**src/rtl/radd_mp_seq.sv**
```systemverilog
// rtl/radd_mp_seq.sv - multi-precision sequential add controller around an 8-bit adder
module radd_mp_seq #(
    parameter int NBYTES = 4
) (
    input  logic                clk,
    input  logic                rst_n,
    input  logic                start,
    input  logic [8*NBYTES-1:0] a_in,
    input  logic [8*NBYTES-1:0] b_in,
    input  logic                cin_in,
    output logic                busy,
    output logic                done,
    output logic [8*NBYTES-1:0] result,
    output logic                cout_out,
    output logic [7:0]          add_a,
    output logic [7:0]          add_b,
    output logic                add_cin,
    input  logic [7:0]          add_sum,
    input  logic                add_cout
);

    localparam int W    = 8 * NBYTES;
    localparam int IDXW = (NBYTES > 1) ? $clog2(NBYTES) : 1;
    localparam logic [IDXW-1:0] LAST_IDX = IDXW'(NBYTES - 1);

    typedef enum logic [1:0] {
        S_IDLE = 2'd0,
        S_RUN  = 2'd1,
        S_DONE = 2'd2
    } state_t;

    state_t          state;
    state_t          state_next;
    logic [W-1:0]    a_sh;
    logic [W-1:0]    b_sh;
    logic [W-1:0]    acc;
    logic [W-1:0]    acc_next;
    logic            carry;
    logic [IDXW-1:0] idx;
    logic            accept;

    // A new operation may only be taken when no byte walk is in flight.
    assign accept = start && (state != S_RUN);

    // The accumulator collects sum bytes from the top down so that the
    // least-significant byte ends up at bit 0 after NBYTES shifts.
    generate
        if (NBYTES == 1) begin : g_acc_single
            assign acc_next = add_sum;
        end else begin : g_acc_multi
            assign acc_next = {add_sum, acc[W-1:8]};
        end
    endgenerate

    // State register.
    always_ff @(posedge clk or negedge rst_n) begin
        if (!rst_n) begin
            state <= S_IDLE;
        end else begin
            state <= state_next;
        end
    end

    // Next-state and outputs; adder operands come only from registers.
    always_comb begin
        state_next = state;
        busy       = 1'b0;
        done       = 1'b0;
        add_a      = 8'd0;
        add_b      = 8'd0;
        add_cin    = 1'b0;
        case (state)
            S_IDLE: begin
                if (start) state_next = S_RUN;
            end
            S_RUN: begin
                busy    = 1'b1;
                add_a   = a_sh[7:0];
                add_b   = b_sh[7:0];
                add_cin = carry;
                if (idx == LAST_IDX) state_next = S_DONE;
            end
            S_DONE: begin
                done       = 1'b1;
                state_next = start ? S_RUN : S_IDLE;
            end
            default: state_next = S_IDLE;
        endcase
    end

    // Operand shifters, carry chain and result capture.
    always_ff @(posedge clk or negedge rst_n) begin
        if (!rst_n) begin
            a_sh     <= '0;
            b_sh     <= '0;
            acc      <= '0;
            carry    <= 1'b0;
            idx      <= '0;
            result   <= '0;
            cout_out <= 1'b0;
        end else if (accept) begin
            a_sh  <= a_in;
            b_sh  <= b_in;
            carry <= cin_in;
            idx   <= '0;
        end else if (state == S_RUN) begin
            acc   <= acc_next;
            carry <= add_cout;
            a_sh  <= a_sh >> 8;
            b_sh  <= b_sh >> 8;
            idx   <= idx + 1'b1;
            if (idx == LAST_IDX) begin
                result   <= acc_next;
                cout_out <= add_cout;
            end
        end
    end

endmodule

```
**config.mk**
```make
export PLATFORM = sky130hd
export DESIGN_NAME = radd_mp_seq
export DESIGN_NICKNAME = d
export VERILOG_FILES = /design/src/rtl/radd_mp_seq.sv
export SDC_FILE = /design/constraint.sdc
export NUM_CORES = 1
export LEC_CHECK = 0
export ABC_AREA = 1
export ABC_CLOCK_PERIOD_IN_PS = 1200
export BUFFER_PORTS_ARGS = -buffer_cell sky130_fd_sc_hd__buf_2
export CORE_MARGIN = 2
export CORE_UTILIZATION = 25
export DETAILED_ROUTE_END_ITERATION = 6
export MAX_ROUTING_LAYER = met4
export PLACE_DENSITY = 0.49
export SYNTH_ARGS = -nofsm -noshare
export SYNTH_HDL_FRONTEND = slang
export SYNTH_SLANG_ARGS = --single-unit
```
**constraint.sdc**
```tcl
create_clock -name clk -period 1.2 [get_ports clk]
set_clock_uncertainty 0.05 [all_clocks]
set_input_delay 0.24 -clock clk [delete_from_list [all_inputs] [get_ports clk]]
set_output_delay 0.24 -clock clk [all_outputs]
set_load 0.01 [all_outputs]
```
==> results of run 1 <==
power by group:
part	leakage [uW]	switching, uW	total, uW	internal [uW]
registers	0.00160	1340	7440	6100
logic	0.00284	6100	12900	6770
clock network	0.000268	2090	5180	3090
cell type report:
class | instances | area share
Antenna cell | 1 | 0.000274
Clock buffer | 18 | 0.0470
Clock inverter | 14 | 0.0175
Inverter | 29 | 0.0119
Multi-Input combinational cell | 428 | 0.295
Sequential cell | 126 | 0.345
Tap cell | 275 | 0.0377
Timing Repair Buffer | 242 | 0.245
timing repair:
| action | CTS | global route |
|---|---|---|
| setup endpoints to repair | 168 | 178 |
| gates cloned | 10 | 3 |
| buffers inserted | 25 | 17 |
| hold buffers | 18 | 0 |
| hold endpoints to repair | 151 | 0 |
| pin swaps | 14 | 32 |
| gates resized for setup | 139 | 122 |
flip-flops by register name, summed over array words and instances, names as in the netlist:
register	cells
result	32
carry	1
cout_out	1
idx	2
b_sh	32
a_sh	32
state	2
acc	24
cell usage after synthesis, drive strengths merged:
cell    instances  share of area
o21ai          17          0.016
nor2           20          0.016
inv            29          0.020
clkbuf          5         0.0035
buf            42          0.041
nand3         181           0.17
ha              1         0.0023
nand2         208           0.15
o22ai           1         0.0012
dfrtp         126           0.59
per-layer routing:
metal	vias up	track usage	wire length (um)
met3	17	0.0339	651
met2	88	0.235	8030
met5	-	-	0
met1	2416	0.207	8110
li1	2487	-	-
met4	0	0.0523	269
cells by family after synthesis:
logic type      Yosys count  synth area share
buf+inv                  76            0.0649
compound gates           18            0.0170
fa+ha+maj                 1           0.00233
flops                   126             0.586
simple gates            409             0.330
per-stage QoR:
step | power [uW] | cell area [um^2] | setup WS (ps) | setup TNS, ps
4_1_cts | 23900 | 8520 | -482 | -32910
5_1_grt | 27200 | 9140 | -520 | -52880
3_3_place_gp | 15200 | 6800 | -111 | -7480
6_report | 25500 | 9140 | -458 | -43070
2_1_floorplan | 12000 | 5540 | -40.8 | -1080
3_5_place_dp | 15300 | 6800 | -149 | -11000
worst min-delay path, cell delays in order:
cell and delay [ps]:
buf_2 80, nand3_1 70, nand2_1 60
placed cells by master (no fill, tap or decap), drive strengths merged:
master	netlist	routed
buf	42	219
bufbuf	0	2
bufinv	0	2
clkbuf	5	21
clkinv	0	2
clkinvlp	0	6
dfrtp	126	126
diode	0	1
dlygate4sd3	0	18
ha	1	1
inv	29	33
nand2	208	208
nand3	181	181
nor2	20	20
o21ai	17	17
o22ai	1	1
how the worst max path moves through the flow:
stage             start          to  slack (ps)  cells after the start
2_1_floorplan    idx[0]  result[11]         -40                      5
3_3_place_gp   state[0]   result[2]        -110                      5
3_5_place_dp   state[0]   result[2]        -150                      5
5_1_grt        state[1]    add_a[1]        -520                      5
6_report       state[1]    add_a[7]        -460                      5
4_1_cts        state[1]    add_a[7]        -480                      5
==> results.py, run 1 <==
metrics = {
    "outcome": {
        "outcome": "finished, violations left",
        "failed_checks": "negative setup slack",
    },
    "detailed_routing": {
        "wl_um": 17100,
        "vias": 5008,
        "drtAntennaViolNets": 0,
        "drt_pass1_iterations": 4,
        "wl_per_cell_um": 15.1,
        "dr.first_iter.drc_count": 272,
        "viasPerCell": 4.42,
        "route.detailed.drc": 0,
    },
    "die": {
        "io_pins": 129,
        "die_area_um2": 22700,
        "dieHeight_um": 151,
        "initial_utilization": 0.255,
        "fp-row-count": 53,
        "core_area_um2": 21100,
        "die_w_um": 151,
    },
    "layout": {
        "multi_input_area_um2": 2700,
        "area_growth_syn_to_layout_pct": 69.8,
        "final_cells": 1133,
        "nFillCells": 2081,
        "fin_nets": 922,
        "ff_latch_area_um2": 3150,
        "postLayoutCoreUtil": 0.433,
        "drive_above_1_share": 0.468,
    },
    "yosys": {
        "yosys_warnings": 0,
        "yosysSeqAreaShare": 0.586,
        "synthesis.nets": 708,
        "ys_ff_latch": 126,
        "syn-instance-count": 630,
        "syn_avg_cell_area_um2": 8.54,
        "synth_area_um2": 5380,
        "yosysUniqueCellTypes": 16,
    },
    "timing": {
        "relSlewSlack": 0.721,
        "slew_violations": 0,
        "fmax_ghz": 0.603,
        "rsz0062_at_grt": "true",
        "tightestPinTransition_ps": 418,
        "setup_ws_ps": -458,
        "setup_viol": 178,
        "timing.final.crit_share": 1.38,
        "period_minus_slack_ps": 1660,
        "hold_viol_final": 0,
        "holdWs_ps": 12.4,
    },
    "min_path": {
        "hp-start": "a_in[26]",
        "min_to": "a_sh[26]",
        "min_path_type": "in2reg",
        "whs_path_depth": 3,
    },
    "critical_path": {
        "critical_path_required_ps": 910,
        "crit_family": "flip-flops",
        "arrival_ps": 1370,
        "ff2ff_path_depth": 10,
        "r2r-end": "result[9]",
        "max_stage_delay_ps": 380,
        "ff2ff_setup_slack_ps": -410,
        "reg2reg_from": "state[1]",
        "startpoint_type": "flop",
        "crit_chain": "inv_2 > nand2_8 > buf_12 > nor2_4 > buf_6",
        "worst-setup-path-type": "reg2out",
        "end_kind": "output pin",
        "path_buf_inv": 3,
        "critPathMaxFanout": 9,
        "critPathSlowestCell": "dfrtp_1",
    },
    "cts": {
        "cts_root_buf": "clkbuf_16",
        "cts_tree": "built",
        "htree_levels": 4,
        "clkSlewWorstSetupHoldPaths_ps": 60,
        "numCtsBuffers": 17,
        "clkLatencyLatePin_ps": 420,
        "cts_buffer_depth": 2,
        "clock-sinks": 126,
    },
    "place": {
        "place_hpwl_um": 10300,
        "finalWeightedCongestion": 0.765,
        "port_buffers": 128,
        "dp.cells": 1031,
    },
    "global_routing": {
        "grt_pass1_wl_um": 26500,
        "first_global_vias": 5084,
        "grt_overflow": 0,
        "grtUsageTotal": 0.155,
        "antenna_found_initial": 1,
        "grt_max_degree": 49,
    },
    "pwr": {
        "peakVddDrop_mv": 1.15,
        "p_leak_uw": 0.00471,
        "powerDensity_nw_per_um2": 2790,
    },
    "run": {
        "drv_cap": 0,
    },
}
Power figures use the tool's default switching activity.
==> run 2: changes to the inputs <==
- BUFFER_PORTS_ARGS: -buffer_cell sky130_fd_sc_hd__buf_2 -> -buffer_cell sky130_fd_sc_hd__buf_4
- HOLD_SLACK_MARGIN: unset -> 0.03
- PLACE_DENSITY: 0.49 -> unset
==> run 2 against run 1 <==
- the flow still finishes with violations (negative setup slack)
- largest power group unchanged
- worst setup slack got worse by 37 ps
- sequential share of layout area decreased by 0.50 points
- highest routed layer unchanged
- largest cell class unchanged
- register-to-register slack improved by 30 ps
- clock power decreased by 2%
- critical path depth unchanged
- global-route usage increased by 0.15 points
==> results.py, run 2 (synthesis gave the netlist of run 1 again) <==
metrics = {
    "outcome": {
        "outcome": "finished, violations left",
        "failed_checks": "negative setup slack",
    },
    "global_routing": {
        "grt_overflow": 0,
        "antenna_found_initial": 1,
        "first_global_vias": 5186,
        "grtUsageTotal": 0.157,
        "grt_pass1_wl_um": 26900,
        "grt_max_degree": 47,
    },
    "critical_path": {
        "arrival_ps": 1410,
        "critPathMaxFanout": 10,
        "crit_chain": "inv_2 > nand2_8 > buf_4 > nor2_4 > buf_4",
        "max_stage_delay_ps": 390,
        "crit_family": "buffers and inverters",
        "critPathSlowestCell": "dfrtp_1",
        "critical_path_required_ps": 910,
        "startpoint_type": "flop",
        "path_buf_inv": 3,
        "cpMostUsedCell": "buf_4",
        "end_kind": "output pin",
        "worst-setup-path-type": "reg2out",
    },
    "min_path": {
        "min_path_type": "in2reg",
    },
    "detailed_routing": {
        "wl_um": 17000,
        "drt_pass1_iterations": 5,
        "route.detailed.drc": 0,
        "dr.first_iter.drc_count": 296,
        "viasPerCell": 4.51,
        "wl_per_cell_um": 14.6,
        "vias": 5269,
        "drtAntennaViolNets": 0,
    },
    "timing": {
        "rsz0062_at_grt": "true",
        "tns_ps": -41940,
        "setup_viol": 178,
        "fmax_ghz": 0.590,
        "slew_violations": 0,
        "setup_ws_ps": -495,
        "period_minus_slack_ps": 1700,
        "timing.final.crit_share": 1.41,
        "hold_viol_final": 0,
        "tightestPinTransition_ps": 310,
        "relSlewSlack": 0.794,
    },
    "pwr": {
        "powerDensity_nw_per_um2": 2630,
        "p_leak_uw": 0.00457,
        "total_power_uw": 24400,
        "peakVddDrop_mv": 1.17,
    },
    "cts": {
        "numCtsBuffers": 17,
        "clkSlewWorstSetupHoldPaths_ps": 50,
        "clkLatencyLatePin_ps": 410,
        "cts_root_buf": "clkbuf_16",
        "cts_tree": "built",
        "htree_levels": 4,
        "clock-sinks": 126,
        "cts_buffer_depth": 2,
    },
    "layout": {
        "nFillCells": 2005,
        "final_cells": 1167,
        "fin_nets": 956,
        "largestRegisters": "a_sh x32, b_sh x32, result x32",
        "final_cell_mix": "189 x nand2_1, 174 x nand3_1, 125 x dfrtp_1",
        "postLayoutCoreUtil": 0.440,
        "multi_input_area_um2": 2130,
        "post-route-cell-area_um2": 9270,
        "ff_latch_area_um2": 3150,
        "area_growth_syn_to_layout_pct": 72.3,
        "layout.cells.most_common": "nand2_1",
        "drive_above_1_share": 0.330,
    },
    "die": {
        "initial_utilization": 0.255,
        "dieHeight_um": 151,
        "die_w_um": 151,
        "fp-row-count": 53,
        "io_pins": 129,
        "core_area_um2": 21100,
        "die_area_um2": 22700,
    },
    "place": {
        "port_buffers": 128,
        "dp.cells": 1023,
        "place_hpwl_um": 9970,
        "finalWeightedCongestion": 0.722,
        "placed_cell_area_um2": 7040,
    },
    "run": {
        "drv_cap": 0,
    },
}
-- run 2: changes by cell type in the layout (fill, tap and decap cells not counted), sizes merged --
cell / delta
clkinv: +3
clkbuf: -1
clkinvlp: -2
inv: -2
dlygate4sd3: +46
buf: -9
bufbuf: -1
-- run 2: repair_timing --
item,4_1_cts,5_1_grt
setup buffers,29,8
hold endpoints to repair,197,0
gates cloned,11,1
endpoints found under the setup margin,155,178
hold buffers,64,0
gates resized for setup,94,36
pin swaps,5,11
-- run 2: power by group --
part	total, uW	internal [uW]	switching [uW]
logic	12000	6500	5500
clock network	5090	3120	1970
registers	7290	6110	1190
total	24400	15700	8660
-- run 2: final timing paths --
path                          start  slack (ps)  cells after the start          to
min in group asynchronous     rst_n         220                      2  result[18]
max in group asynchronous     rst_n         370                      3     a_sh[2]
setup / recovery           state[1]        -500                      5     add_cin
hold reg to reg             acc[24]         420                      2  result[16]
setup reg to reg           state[1]        -380                     10    a_sh[11]
hold / removal             a_in[23]          40                      3    a_sh[23]
-- run 2: area by class of cell --
class / instances / area share
tap: 275 / 0.0371
sequential: 126 / 0.340
timing repair buffer: 276 / 0.318
clock buffer: 19 / 0.0478
antenna: 1 / 0.000270
clock inverter: 13 / 0.0151
multi-input combinational: 428 / 0.230
inverter: 29 / 0.0117
-- run 2: per-stage QoR --
step	setup WS, ps	hold WS (ps)
detailed placement	-122	92.2
finish	-495	43.7
floorplan	-40.8	-106
global route	-554	43.7
global placement	-104	90.9
CTS	-509	33.1
-- run 2: tightest hold or removal path: cells and delay by family --
family	cells	cell delay (ps)
buffers and inverters	1	90
AND/OR/NAND/NOR	2	140
-- run 2: metal layers --
metal / up-vias / part of all wire / global-route usage
met5: - / 0 / -
met4: 0 / 0.012 / 0.0444
met3: 20 / 0.057 / 0.0382
met2: 161 / 0.49 / 0.245
met1: 2522 / 0.45 / 0.204
li1: 2566 / - / -
==> run 3: changes to the inputs <==
==> constraint.sdc (replaced) <==
create_clock -name clk -period 1.2 [get_ports clk]
set_clock_uncertainty 0.05 [all_clocks]
set_input_delay 0.3 -clock clk [delete_from_list [all_inputs] [get_ports clk]]
set_output_delay 0.3 -clock clk [all_outputs]
set_load 0.01 [all_outputs]
==> run 3 against run 2 <==
- critical endpoint is now add_b[5]
- die area is the same
- first-iteration DRC count shrank 28%
- the flow still finishes with violations (negative setup slack)
- total power grew 15%
==> results.py, run 3 (synthesis gave the netlist of run 1 again) <==
metrics = {
    "cts": {
        "cts_root_buf": "clkbuf_16",
        "clock-sinks": 126,
        "cts_tree": "built",
        "htree_levels": 4,
        "cts_buffer_depth": 2,
        "numCtsBuffers": 17,
        "clkSlewWorstSetupHoldPaths_ps": 60,
        "clkLatencyLatePin_ps": 420,
    },
    "outcome": {
        "failed_checks": "negative setup slack",
        "outcome": "finished, violations left",
    },
    "critical_path": {
        "ff2ff_path_depth": 10,
        "reg2reg_from": "state[0]",
        "crit_chain": "inv_2 > nand2_8 > buf_16 > nor2_4 > buf_6",
        "arrival_ps": 1380,
        "critPathSlowestCell": "dfrtp_1",
        "crit_family": "buffers and inverters",
        "end_kind": "output pin",
        "critical_path_required_ps": 850,
        "critPathMaxFanout": 16,
        "ff2ff_setup_slack_ps": -450,
        "worst-setup-path-type": "reg2out",
        "r2r-end": "b_sh[15]",
        "startpoint_type": "flop",
        "max_stage_delay_ps": 380,
        "path_buf_inv": 3,
    },
    "timing": {
        "rsz0062_at_grt": "true",
        "slew_violations": 0,
        "relSlewSlack": 0.797,
        "tightestPinTransition_ps": 305,
        "setup_ws_ps": -527,
        "hold_viol_final": 0,
        "timing.final.crit_share": 1.44,
        "fmax_ghz": 0.579,
        "holdWs_ps": 42.8,
        "period_minus_slack_ps": 1730,
        "setup_viol": 178,
    },
    "min_path": {
        "hp-start": "add_sum[2]",
        "whs_path_depth": 3,
        "min_path_type": "in2reg",
        "min_to": "result[26]",
    },
    "run": {
        "drv_cap": 0,
    },
    "place": {
        "dp_slack_ps": -123,
        "place_hpwl_um": 9970,
        "port_buffers": 128,
        "finalWeightedCongestion": 0.747,
    },
    "layout": {
        "diodes": 0,
        "layout.cells.most_common": "nand2_1",
        "final_cell_mix": "130 x nand2_1, 125 x dfrtp_1, 121 x buf_4",
        "fin_nets": 914,
        "nFillCells": 1913,
        "drive_above_1_share": 0.530,
        "area_growth_syn_to_layout_pct": 82.6,
        "postLayoutCoreUtil": 0.466,
        "largestRegisters": "a_sh x32, b_sh x32, result x32",
    },
    "detailed_routing": {
        "dr.first_iter.drc_count": 213,
        "wl_per_cell_um": 16.3,
        "route.detailed.drc": 0,
        "vias": 5219,
        "viasPerCell": 4.64,
        "wl_um": 18300,
        "drtAntennaViolNets": 0,
        "drt_pass1_iterations": 5,
    },
    "die": {
        "dieHeight_um": 151,
        "die_w_um": 151,
        "io_pins": 129,
        "die_area_um2": 22700,
        "core_area_um2": 21100,
        "initial_utilization": 0.255,
        "fp-row-count": 53,
    },
    "pwr": {
        "p_leak_uw": 0.00503,
        "powerDensity_nw_per_um2": 2860,
        "peakVddDrop_mv": 1.28,
    },
    "global_routing": {
        "first_global_vias": 5181,
        "grt_overflow": 0,
        "grt_pass1_wl_um": 27500,
        "grtUsageTotal": 0.164,
        "grt_max_degree": 43,
        "antenna_found_initial": 0,
    },
}
-- run 3: metrics by stage --
stage / TNS, ps / power [uW] / instances / cell area [um^2]
2_1_floorplan: -1190 / 12000 / 630 / 5550
3_3_place_gp: -6340 / 14900 / 1023 / 6990
3_5_place_dp: -7770 / 15100 / 1023 / 6990
4_1_cts: -51990 / 27000 / 1106 / 9480
5_1_grt: -64460 / 29600 / 1124 / 9820
6_report: -55690 / 28100 / 1124 / 9820
-- run 3: worst max-delay path by stage --
| stage | from | endpoint | slack [ps] | cells past startpoint |
|---|---|---|---|---|
| floorplan | state[1] | add_a[2] | -70 | 5 |
| global placement | state[0] | add_a[0] | -110 | 4 |
| detailed placement | state[0] | add_b[5] | -120 | 4 |
| CTS | state[1] | add_b[5] | -540 | 5 |
| global route | state[1] | add_a[4] | -610 | 5 |
| finish | state[1] | add_b[5] | -530 | 5 |
-- run 3: layout make-up --
type / count / area, um^2 / area share
repair buffers: 234 / 2670 / 0.272
multi-input cells: 428 / 2910 / 0.296
inverters: 29 / 111 / 0.0113
well taps: 275 / 344 / 0.0350
clock inverters: 13 / 188 / 0.0191
flip-flops and latches: 126 / 3150 / 0.321
clock buffers: 19 / 443 / 0.0451
-- run 3: report_power, final --
part	total (uW)	switching, uW	internal [uW]
Clock	5510	1970	3540
Sequential	7670	1560	6110
Combinational	14900	6850	8050
-- run 3: per-layer routing --
| layer | part of all wire | GRT usage | up-vias |
|---|---|---|---|
| li1 | - | - | 2471 |
| met1 | 0.43 | 0.210 | 2577 |
| met2 | 0.49 | 0.254 | 134 |
| met3 | 0.055 | 0.0382 | 37 |
| met4 | 0.023 | 0.0561 | 0 |
| met5 | 0 | - | - |
-- run 3: repair_timing --
action	in CTS	in global routing
setup endpoints to repair	148	177
buffers inserted	32	22
hold buffers	2	0
endpoints found under the hold margin	97	0
cloned	17	4
pin swaps	58	7
gates resized for setup	301	65
-- run 3: worst min-delay path, cell delays in order --
cell	delay, ps
buf_4	90
nand2_1	40
nand2_1	50
